--- config.mk ---
export PLATFORM = sky130hd
export DESIGN_NAME = fetch_stage
export DESIGN_NICKNAME = d
export VERILOG_FILES = /design/src/rtl/fetch_stage.sv
export SDC_FILE = /design/constraint.sdc
export NUM_CORES = 1
export LEC_CHECK = 0
export CORE_MARGIN = 2
export CORE_UTILIZATION = 56
export DETAILED_ROUTE_END_ITERATION = 8
export DONT_BUFFER_PORTS = 1
export PLACE_DENSITY = 0.77
export SLEW_MARGIN = 20
export SYNTH_ARGS = -nofsm -noshare
export SYNTH_HDL_FRONTEND = slang
export SYNTH_SLANG_ARGS = --single-unit
--- constraint.sdc ---
create_clock -name clk -period 1.8 [get_ports clk]
set_input_delay 0.36 -clock clk [delete_from_list [all_inputs] [get_ports clk]]
set_output_delay 0.36 -clock clk [all_outputs]
set_load 0.01 [all_outputs]
--- src/rtl/fetch_stage.sv ---
// Instruction fetch stage: one outstanding memory request, a single output slot
// toward decode, and redirect handling that discards in-flight responses.
module fetch_stage #(
  parameter logic [31:0] RESET_PC  = 32'h0000_0000,
  parameter logic [31:0] NOP_INSTR = 32'h0000_0013
) (
  input  logic        clk,
  input  logic        rst,
  output logic        imem_req_valid,
  input  logic        imem_req_ready,
  output logic [31:0] imem_addr,
  input  logic        imem_resp_valid,
  input  logic [31:0] imem_rdata,
  input  logic        redirect_valid,
  input  logic [31:0] redirect_pc,
  output logic        id_valid,
  input  logic        id_ready,
  output logic [31:0] id_instr,
  output logic [31:0] id_pc
);

  localparam int unsigned XLEN = 32;

  typedef enum logic [1:0] {
    S_REQ  = 2'd0,
    S_WAIT = 2'd1,
    S_DROP = 2'd2
  } state_t;

  state_t            state_q, state_d;
  logic [XLEN-1:0]   pc_q, pc_d;
  logic [XLEN-1:0]   req_pc_q, req_pc_d;
  logic              id_valid_d;
  logic [XLEN-1:0]   id_instr_d;
  logic [XLEN-1:0]   id_pc_d;
  logic              req_fire;

  assign imem_addr = pc_q;

  // Next-state, request generation and output-slot update; redirect wins over everything.
  always_comb begin
    state_d        = state_q;
    pc_d           = pc_q;
    req_pc_d       = req_pc_q;
    id_valid_d     = id_valid & ~id_ready;
    id_instr_d     = id_instr;
    id_pc_d        = id_pc;
    imem_req_valid = !rst && (state_q == S_REQ) && !redirect_valid && (!id_valid || id_ready);
    req_fire       = imem_req_valid && imem_req_ready;

    if (redirect_valid) begin
      pc_d       = {redirect_pc[XLEN-1:2], 2'b00};
      id_valid_d = 1'b0;
      case (state_q)
        S_WAIT:  state_d = imem_resp_valid ? S_REQ : S_DROP;
        S_DROP:  state_d = imem_resp_valid ? S_REQ : S_DROP;
        default: state_d = S_REQ;
      endcase
    end else begin
      case (state_q)
        S_REQ: begin
          if (req_fire) begin
            pc_d     = pc_q + XLEN'(4);
            req_pc_d = pc_q;
            state_d  = S_WAIT;
          end
        end
        S_WAIT: begin
          // Slot is guaranteed empty here, so the response always lands.
          if (imem_resp_valid) begin
            id_instr_d = imem_rdata;
            id_pc_d    = req_pc_q;
            id_valid_d = 1'b1;
            state_d    = S_REQ;
          end
        end
        S_DROP: begin
          if (imem_resp_valid) state_d = S_REQ;
        end
        default: state_d = S_REQ;
      endcase
    end

    if (!id_valid_d) id_instr_d = NOP_INSTR;
  end

  // State and output registers with synchronous reset.
  always_ff @(posedge clk) begin
    if (rst) begin
      state_q  <= S_REQ;
      pc_q     <= RESET_PC;
      req_pc_q <= '0;
      id_valid <= 1'b0;
      id_instr <= NOP_INSTR;
      id_pc    <= '0;
    end else begin
      state_q  <= state_d;
      pc_q     <= pc_d;
      req_pc_q <= req_pc_d;
      id_valid <= id_valid_d;
      id_instr <= id_instr_d;
      id_pc    <= id_pc_d;
    end
  end

endmodule

==> metrics.md <==
| Metric | Value |
|---|---|
| WL met1 | `5850 um` |
| VDD IR-drop max | `a little over 0.9 mV` |
| Post-synth EDFFs | `0` |
| WL final | `approximately 15,000 um` |
| Logic gate share of total power | `7.2%` |
| Drt pass-1 iters | `5` |
| CTS Sinks | `125` |
| Final Hold Viols | `86` |
| CP Class | `register to register` |
| Global-route wire length before repair | `around 23,000 um` |
| Site Rows | `34` |
| # IOs | `about 170` |
| Metal2 WL | `between 6000 and 7000 um` |
| Metal3 WL | `roughly 1300 um` |
| Placed insts | `roughly 760` |
| Reg clk slew, reported paths | `~0.060 ns` |
| Die Span Y | `roughly 99 um` |
| Synth Flop Type | `dfxtp_1` |
| Shortest period the worst path allows | `~1.9 ns` |
| Die footprint | `slightly below 10,000 um2` |
| P_int | `around 5.5 mW` |
| Dpl ws | `-0.1381 ns` |
| Ys async rst share | `0%` |
| Fmax | `approximately 540 MHz` |
| Worst clock skew | `roughly 0.0075 ns` |
| Seq/Total Area, Yosys | `between 40% and 50%` |
| CTS Hold Bufs | `32` |
| Status | `finished, violations left` |
| Fill cells | `592` |
| Slew Limit Fails | `0` |
| Drt initial violations | `around 360` |
| Syn Std Cell Area | `slightly above 5000 um2` |
| Non-Filler Instances | `~800` |
| Clk buf depth | `2` |
| RSZ-0062 raised after global routing | `true` |
| Setup ws final | `-0.05718 ns` |
| Antenna-violating nets left | `0` |
| Largest net degree at the start of global routing | `96` |
| Min-delay worst type | `input pin to register` |
| Final period util | `103.2%` |
| Switching share of power | `a little over a fifth` |
| CP Data Required Time | `2.21 ns` |
| Vias/cell | `slightly below 6` |
| Cells after Synth | `637` |
| Sequential share of power | `between 40% and 50%` |
| Netlist cell types | `between 40 and 50` |
| Synth Area per Inst | `between 7 and 8 um2` |
| DRC Markers | `0` |
| Leakage | `2.453 nW` |
| Crit path buffers/inverters | `0` |
| Antenna violations before repair | `1` |
| Max incr delay on CP | `between 0.6 and 0.7 ns` |
| Crit end category | `register` |
| Most frequent cells in the layout | `204 x nand2_1, 114 x dfxtp_1, 102 x a21oi_1` |
| Switch Pwr | `about 1.5 mW` |
| Design area | `about 7000 um2` |
| Placer Congestion | `roughly 0.94` |
| Initial Util | `slightly below 60%` |
| Core ar. | `around 8800 um2` |
| Yosys reg bits | `125` |
| Post-synth top area cell | `dfxtp_1` |
| Worst setup SP type | `register` |
| Routed len/inst | `about 18 um` |
| Port Buf Inserts | `0` |
| Post-Route Setup TNS | `-0.1845 ns` |
| Violated checks | `negative hold slack, negative setup slack` |
| Max Fanout on Critical Path | `8` |
| Share of cells above drive strength 1 | `about 20%` |
| Worst hold margin | `-0.09645 ns` |
| Top post-synthesis cells by area | `dfxtp_1 49%, nand2_1 15%, a21oi_1 10%, clkbuf_1 3.0%, xnor2_1 2.6%` |
| Overflow after GRT | `0` |
| Ant diodes | `0` |
| WP data arrival | `roughly 2.3 ns` |
| Total GRT Usage | `a little under 30%` |
| Vias in the first global route | `between 4,000 and 5,000` |
| Clk root buf | `clkbuf_8` |
| Total number of yosys warnings | `0` |
| CTS H-tree lvls | `4` |
| Final nets | `a little under 800` |
| Die W | `roughly 99 um` |
| CTS buffer count | `17` |
| Area grow syn2layout | `34.67%` |
| Reg2reg setup slack | `-0.06 ns` |
| Vias | `4,840` |
| Clock share of power | `around 52%` |
| Pwr Density | `around 1000 nW/um2` |
| Worst-skew pair later-pin latency | `between 0.5 and 0.6 ns` |
| CTS tree | `built` |
| Crit-path cells | `ha_4 -> nand2_2 -> or4_4 -> nor4_4 -> xnor2_1 -> a211oi_2` |
| Delay-heaviest family, CP | `simple AND/OR/NAND/NOR gates` |
| Max Cap Viol | `0` |
| Slowest stage cell, crit path | `or4_4` |
| Leading cell type in the layout, fill and taps excluded | `nand2_1` |
| Dpl cell area | `5588 um2` |
| Top layer in use | `met5` |
| Synth top area share | `about 49%` |
| Final setup fails | `7` |
| HPWL Detailed | `about 9100 um` |
-- power by group through the flow --
stage / sequential (mW) / clock (mW) / combinational [mW]
6_report: 2.87 / 3.69 / 0.512
5_1_grt: 2.88 / 3.85 / 0.552
4_1_cts: 2.87 / 3.72 / 0.485
3_5_place_dp: 2.93 / 0 / 0.415
3_3_place_gp: 2.92 / 0 / 0.405
2_1_floorplan: 2.97 / 0 / 0.233
-- through the flow --
step	power, mW	utilization [%]
after floorplan	3.205	-
after global placement	3.330	63.76
after detailed placement	3.344	63.76
after CTS	7.080	76.21
after global routing	7.285	77.93
final	7.072	77.93
-- Yosys cell counts, types with 2 or more instances --
| master | n |
|---|---|
| a211oi_1 | 12 |
| a211oi_2 | 2 |
| a21oi_1 | 104 |
| a31oi_1 | 6 |
| and2_1 | 2 |
| and3_1 | 4 |
| and4_1 | 2 |
| buf_1 | 2 |
| buf_4 | 4 |
| clkbuf_1 | 41 |
| dfxtp_1 | 125 |
| ha_1 | 3 |
| inv_1 | 7 |
| nand2_1 | 205 |
| nand2b_1 | 2 |
| nand3_1 | 15 |
| nand3b_1 | 3 |
| nand4_1 | 7 |
| nor2_1 | 21 |
| nor3_1 | 4 |
| nor4_1 | 10 |
| nor4_2 | 3 |
| nor4_4 | 2 |
| o211ai_1 | 2 |
| o22ai_1 | 2 |
| o311ai_0 | 6 |
| or3_1 | 3 |
| or4_1 | 2 |
| or4_4 | 2 |
| xnor2_1 | 15 |
| xor2_1 | 3 |
-- worst reg2reg max path, delay by kind of cell (launching register included) --
kind | cells | cell delay (ns)
adders and majority gates | 1 | 0.14
DFF | 1 | 0.36
xor gates and xnor gates | 1 | 0.14
AOI/OAI and AO/OA | 1 | 0.23
and+or+nand+nor | 3 | 0.90
-- path summary, 6_finish.rpt --
path | from | to | depth (start not counted)
max | imem_addr[2] | imem_addr[22] | 6
max reg2reg | imem_addr[2] | imem_addr[22] | 6
min | rst | imem_addr[13] | 1
min reg2reg | req_pc_q[7] | id_pc[7] | 2
-- layout make-up --
type / instances / area, um2 / area share, %
well taps: 108 / 135.1 / 1.979
multi-input cells: 459 / 2618 / 38.33
clock buffers: 20 / 445.4 / 6.523
repair buffers: 92 / 872.1 / 12.77
flip-flops and latches: 125 / 2521 / 36.92
inverters: 8 / 30.03 / 0.4397
clock inverters: 12 / 207.7 / 3.041
-- registers in the layout (all words and copies together), names as in the netlist --
| register | flops |
|---|---|
| id_instr | 32 |
| req_pc_q | 30 |
| state_q | 2 |
| imem_addr | 30 |
| id_valid | 1 |
| id_pc | 30 |
-- what timing repair did --
action,in CTS,in global routing
endpoints found under the hold margin,120,88
buffers inserted,3,2
pin swaps,20,18
resized for setup,18,27
endpoints found under the setup margin,14,33
-- per-layer routing --
metal  up-vias  GRT usage, %
met5         -             0
met2       224         48.02
met4         2         10.01
met1      2285         36.89
met3        34         10.05
li1       2295             -
-- kinds of logic after synthesis --
group                      share of synthesized area (%)
AOI/OAI and AO/OA                                  16.14
xor gates and xnor gates                           3.109
adders and majority gates                         0.7403
buffers and inverters                              4.589
DFF                                                49.35
muxes                                             0.2220
other                                            0.07395
and+or+nand+nor                                    25.78
(Power assumes the default switching activity.)
